### config.mk
export PLATFORM = sky130hd
export DESIGN_NAME = oled_spi_rx
export DESIGN_NICKNAME = d
export VERILOG_FILES = /design/src/rtl/oled_spi_rx.sv
export SDC_FILE = /design/constraint.sdc
export NUM_CORES = 1
export LEC_CHECK = 0
export ABC_AREA = 1
export CAP_MARGIN = 20
export CORE_ASPECT_RATIO = 0.5
export CORE_MARGIN = 2
export CORE_UTILIZATION = 25
export DETAILED_ROUTE_END_ITERATION = 6
export GPL_TIMING_DRIVEN = 0
export HOLD_SLACK_MARGIN = 0.02
export MAX_ROUTING_LAYER = met4
export PLACE_DENSITY = 0.49
export SYNTH_ARGS = -nofsm -noshare
export SYNTH_HDL_FRONTEND = slang
export SYNTH_SLANG_ARGS = --single-unit
### constraint.sdc
create_clock -name clock -period 3.4 [get_ports clock]
set_input_delay 0.51 -clock clock [delete_from_list [all_inputs] [get_ports clock]]
set_output_delay 0.51 -clock clock [all_outputs]
set_load 0.1 [all_outputs]
### src/rtl/oled_spi_rx.sv
// oled_spi_rx: receive-side model of the OLED panel's serial input.
// Oversamples SCLK/MOSI/DC on the system clock, rebuilds bytes MSB-first and
// emits each completed byte as a one-cycle strobe tagged command or data.
// Optional byte counters are built only when OLED_SPI_RX_COUNT_EN is defined;
// otherwise cmd_count and data_count are tied to zero.
module oled_spi_rx #(
  parameter int IDLE_TIMEOUT = 64,
  parameter int CNT_W        = 16
) (
  input  logic             clock,
  input  logic             reset,
  input  logic             oled_spi_clk,
  input  logic             oled_spi_data,
  input  logic             oled_dc_n,
  input  logic             oled_reset_n,
  output logic [7:0]       rx_data,
  output logic             rx_is_data,
  output logic             rx_valid,
  output logic             rx_error,
  output logic [CNT_W-1:0] cmd_count,
  output logic [CNT_W-1:0] data_count
);

  typedef enum logic [1:0] {
    HELD  = 2'd0,
    IDLE  = 2'd1,
    SHIFT = 2'd2
  } state_t;

  localparam int              TW      = $clog2(IDLE_TIMEOUT + 1);
  localparam logic [TW-1:0]   TO_LAST = TW'(IDLE_TIMEOUT - 1);

  logic [2:0]    sclk_s;   // [0],[1] synchronizer, [2] edge-detect history
  logic [1:0]    data_s;
  logic [1:0]    dc_s;
  logic [1:0]    rstn_s;
  logic          rise_q;   // registered SCLK rising edge
  logic          bit_q;    // MOSI aligned with rise_q
  logic          dc_q;     // DC aligned with rise_q
  logic          rstn_ok;
  logic          byte_done;

  state_t        state;
  logic [2:0]    bit_cnt;
  logic [7:0]    shreg;
  logic [TW-1:0] to_cnt;

  // Synchronize all panel pins and register the SCLK rising edge with its data.
  always_ff @(posedge clock or posedge reset) begin
    if (reset) begin
      // NOTE: SCLK history resets to the idle-high level so that leaving reset
      // with the line high never looks like a rising edge.
      sclk_s <= 3'b111;
      data_s <= 2'b00;
      dc_s   <= 2'b00;
      rstn_s <= 2'b00;
      rise_q <= 1'b0;
      bit_q  <= 1'b0;
      dc_q   <= 1'b0;
    end else begin
      // NOTE: non-blocking assignments make each flop take the previous value
      // of its neighbour, which is what turns this chain into a shift register.
      sclk_s <= {sclk_s[1:0], oled_spi_clk};
      data_s <= {data_s[0], oled_spi_data};
      dc_s   <= {dc_s[0], oled_dc_n};
      rstn_s <= {rstn_s[0], oled_reset_n};
      rise_q <= sclk_s[1] & ~sclk_s[2];
      bit_q  <= data_s[1];
      dc_q   <= dc_s[1];
    end
  end

  assign rstn_ok   = rstn_s[1];
  // A panel reset in the same cycle as the 8th edge suppresses the byte.
  assign byte_done = (state == SHIFT) && rstn_ok && rise_q && (bit_cnt == 3'd7);

  // Receive FSM: bit assembly, idle timeout and registered byte/error strobes.
  always_ff @(posedge clock or posedge reset) begin
    if (reset) begin
      state      <= HELD;
      bit_cnt    <= 3'd0;
      shreg      <= 8'h00;
      to_cnt     <= '0;
      rx_data    <= 8'h00;
      rx_is_data <= 1'b0;
      rx_valid   <= 1'b0;
      rx_error   <= 1'b0;
    end else begin
      // NOTE: strobes default low every cycle so they can only be one cycle wide.
      rx_valid <= 1'b0;
      rx_error <= 1'b0;
      case (state)
        HELD: begin
          bit_cnt <= 3'd0;
          shreg   <= 8'h00;
          to_cnt  <= '0;
          if (rstn_ok) state <= IDLE;
        end
        IDLE: begin
          bit_cnt <= 3'd0;
          to_cnt  <= '0;
          if (!rstn_ok) begin
            state <= HELD;
          end else if (rise_q) begin
            shreg   <= {shreg[6:0], bit_q};
            bit_cnt <= 3'd1;
            state   <= SHIFT;
          end
        end
        SHIFT: begin
          if (!rstn_ok) begin
            rx_error <= 1'b1;
            bit_cnt  <= 3'd0;
            shreg    <= 8'h00;
            to_cnt   <= '0;
            state    <= HELD;
          end else if (byte_done) begin
            rx_data    <= {shreg[6:0], bit_q};
            rx_is_data <= dc_q;
            rx_valid   <= 1'b1;
            bit_cnt    <= 3'd0;
            to_cnt     <= '0;
            state      <= IDLE;
          end else if (rise_q) begin
            // An edge always beats a coincident timeout.
            shreg   <= {shreg[6:0], bit_q};
            bit_cnt <= bit_cnt + 3'd1;
            to_cnt  <= '0;
          end else if (to_cnt == TO_LAST) begin
            rx_error <= 1'b1;
            bit_cnt  <= 3'd0;
            to_cnt   <= '0;
            state    <= IDLE;
          end else begin
            to_cnt <= to_cnt + TW'(1);
          end
        end
        default: state <= HELD;
      endcase
    end
  end

`ifdef OLED_SPI_RX_COUNT_EN
  // Saturating byte counters; only the system reset clears them.
  always_ff @(posedge clock or posedge reset) begin
    if (reset) begin
      cmd_count  <= '0;
      data_count <= '0;
    end else if (byte_done) begin
      if (dc_q) begin
        if (data_count != '1) data_count <= data_count + CNT_W'(1);
      end else begin
        if (cmd_count != '1) cmd_count <= cmd_count + CNT_W'(1);
      end
    end
  end
`else
  assign cmd_count  = '0;
  assign data_count = '0;
`endif

endmodule

==> run_results.csv <==
group,metric,value,unit
sta,finalSetupViolCount,0,
critical_path,crit_family,"buffers and inverters",
sta,max_freq,0.441,GHz
global_routing,grtUsageMet1,12.1,%
critical_path,path_class,"register to output pin",
yosys,yosysSeqAreaShare,47.9,%
drt,detailedRoute.firstPassIterationCount,4,
critical_path,cp-start-kind,"register",
yosys,ys_types,24,
clock_tree,cts_tree,"yes",
yosys,synth_top_family_by_area,"simple AND/OR/NAND/NOR gates",
critical_path,endpoint_kind,"output pin",
sta,hold_viol,0,
placed_design,dp.cells,413,
cells_and_area,diodes,0,
power_and_ir_drop,p_leak,1.49,nW
critical_path,worstPathMaxFanout,2,
drt,drt_wl_total,4.07,mm
clock_tree,cts_num_sinks,42,
drt,vias,1654,
cells_and_area,finalInstanceArea,2820,um2
yosys,netlist_area,2200,um2
worst_hold_path,hp-class,"register to register",
clock_tree,cts_buffers,5,
yosys,syn_area_per_cell,8.84,um2
power_and_ir_drop,p_sw,0.587,mW
critical_path,cp_num_buf_inv,1,
yosys,synth_compound_area_share,2.05,%
cells_and_area,layout.nets,317,
power_and_ir_drop,ir_drop,0.228,mV
critical_path,critPathMaxStageDelay,1.14,ns
power_and_ir_drop,powerDensity,583,nW/um2
sta,tightest_slew,0.974,ns
cells_and_area,area_growth,28.0,%
global_routing,grt_use_met3,2.40,%
outcome,status,"completed",
placed_design,place_ws,1.41,ns
sta,slew_violations,0,
clock_tree,h-tree-depth,2,
yosys,synth_xor_area_share,0,%
drt,drt_iter0_drc,116,
critical_path,cp.required,2.89,ns
power_and_ir_drop,p_int,1.06,mW
placed_design,dpl.hpwl,2.95,mm
placed_design,port_buffers,16,
clock_tree,cts_buffer_depth,2,
yosys,yosys_warnings,0,
global_routing,antenna_found_initial,0,
drt,wl_per_cell,9.66,um
die,start_util,25.6,%
cells_and_area,n_fill_cell,897,
critical_path,critPathSlowestCell,"clkdlybuf4s50_1",
global_routing,grt_pass1_vias,1531,
sta,fin_ws,1.13,ns
drt,antenna_left,0,
clock_tree,cts_root_buf,"clkbuf_16",
global_routing,overflow,0,
clock_tree,cts_hold_buf,0,
cells_and_area,final-seq-area,1050,um2
yosys,synth_mux_area_share,5.06,%
global_routing,grt_busiest_layer,"met2",
power_and_ir_drop,swShare,35.7,%
drt,vias_per_cell,3.93,
cells_and_area,drive_gt1_share,18.1,%
yosys,ys_ff_latch,42,
power_and_ir_drop,power_frac_seq,33.4,%
die,rows,24,
clock_tree,cts_setup_buffers,0,
die,fp.coreArea,8620,um2
sta,min_period_over_period,66.7,%
sta,rsz0062_at_grt,"false",
critical_path,critical_path_arrival,1.76,ns
die,die-area,9620,um2
die,die_w,137,um
run,drv_cap,0,
clock_tree,clock_latency,0.28,ns
clock_tree,clk_pin_slew,0.06,ns
placed_design,finalWeightedCongestion,0.839,
global_routing,grt_pass1_wl,7.07,mm
global_routing,grt_usage,9.46,%
cells_and_area,final_util,32.7,%
global_routing,use_met2,14.8,%
placed_design,place_area,2630,um2
critical_path,cp_cell_sequence,"clkdlybuf4s50_1",
yosys,synth-adder-area-share,4.55,%
sta,tns,0,ns
sta,min_period,2.27,ns
power_and_ir_drop,pwr-share-clk,37.2,%
global_routing,grt_max_degree,43,
cells_and_area,finalNonFillerCells,421,
yosys,yosys.area_share.simple,24.9,%
drt,drc,0,
sta,max-slew-margin-rel,34.8,%
clock_tree,cts.repair.resized,0,
sta,skew,0.00421,ns
yosys,synth_cells,249,
die,pin_count,49,
cells_and_area,multi_input_area,926,um2
die,die_y,70.4,um
power_and_ir_drop,combPwrFrac,29.4,%
[power groups by stage]
| stage | Combinational [mW] | Clock (mW) | Sequential [mW] |
|---|---|---|---|
| 2_1_floorplan | 0.397 | 0 | 0.563 |
| 3_3_place_gp | 0.477 | 0 | 0.559 |
| 3_5_place_dp | 0.484 | 0 | 0.560 |
| 4_1_cts | 0.485 | 0.631 | 0.550 |
| 5_1_grt | 0.530 | 0.657 | 0.556 |
| 6_report | 0.483 | 0.612 | 0.550 |
[cells in the final DEF, fill, tap and decap left out, drive strengths merged]
cell	count
nand3	29
mux2i	1
mux2	9
clkdlybuf4s50	16
nand4	3
dfrtp	39
a21oi	3
nor3	5
ha	8
nand2	71
dfstp	3
o22ai	1
o21ai	4
clkinv	1
conb	32
nor2	18
buf	37
bufinv	2
inv	16
clkbuf	6
[sequential cells by signal, indices dropped and copies added, names as in the netlist]
register,flops
bit_cnt,3
rx_data,8
rx_error,1
sclk_s,3
dc_q,1
rx_valid,1
bit_q,1
rx_is_data,1
data_s,2
shreg,7
dc_s,2
state,2
to_cnt,7
rise_q,1
rstn_s,2
[cell type report]
| class | count | area share [%] |
|---|---|---|
| repair buffers | 16 | 5.68 |
| clock buffers | 5 | 4.44 |
| plain buffers | 38 | 9.85 |
| inverters | 16 | 2.13 |
| multi-input cells | 184 | 32.8 |
| clock inverters | 3 | 2.44 |
| well taps | 117 | 5.19 |
| flip-flops and latches | 42 | 37.4 |
[path summary, 6_finish.rpt]
kind | from | end | slack (ns) | cells past startpoint
setup / recovery | rx_data[4] | rx_data[4] | 1.13 | 1
hold / removal | data_s[1] | bit_q | 0.35 | 0
setup reg to reg | state[1] | shreg[4] | 1.64 | 9
hold reg to reg | data_s[1] | bit_q | 0.35 | 0
max in group asynchronous | reset | state[0] | 2.15 | 2
min in group asynchronous | reset | dc_s[1] | 0.72 | 2
[synthesized netlist by cell type]
cell / number / area [um2]
nand2_1: 70 / 263
mux2i_1: 1 / 10.0
nand4_1: 3 / 18.8
o22ai_1: 1 / 6.26
a21oi_1: 3 / 15.0
inv_2: 2 / 7.51
o21ai_0: 3 / 15.0
nor2_4: 1 / 11.3
nor3_4: 1 / 16.3
o21ai_2: 1 / 8.76
nor3_1: 4 / 20.0
nor2_1: 17 / 63.8
nand3_1: 29 / 145
inv_1: 14 / 52.6
ha_1: 8 / 100
conb_1: 1 / 3.75
buf_2: 3 / 15.0
mux2_1: 9 / 101
dfrtp_1: 39 / 976
dfstp_2: 3 / 78.8
buf_6: 1 / 11.3
clkbuf_1: 1 / 3.75
nand2_4: 1 / 11.3
buf_4: 33 / 248
[logic make-up after synthesis]
logic type | after synthesis
AOI/OAI and AO/OA | 8
adders and majority gates | 8
buffers and inverters | 54
DFF | 42
muxes | 10
other | 1
and+or+nand+nor | 126
[worst reg2reg max path, stage by stage, from the launching register on]
cell,delay [ns]
dfrtp_1,0.42
inv_1,0.08
ha_1,0.17
buf_2,0.18
inv_1,0.10
nor2_1,0.07
nor3_4,0.35
inv_2,0.15
nand2_1,0.09
nand2_1,0.05
[per-layer routing]
metal	wire, um	up-vias
li1	-	833
met2	1820	55
met1	1910	762
met5	0	-
met4	42	0
met3	291	4
[stage by stage]
stage	hold slack (ns)	power (mW)
global placement	0.332	1.04
CTS	0.349	1.67
finish	0.348	1.64
global route	0.360	1.74
floorplan	0.331	0.960
detailed placement	0.335	1.04
No activity file was read; power rests on OpenSTA's default activity.
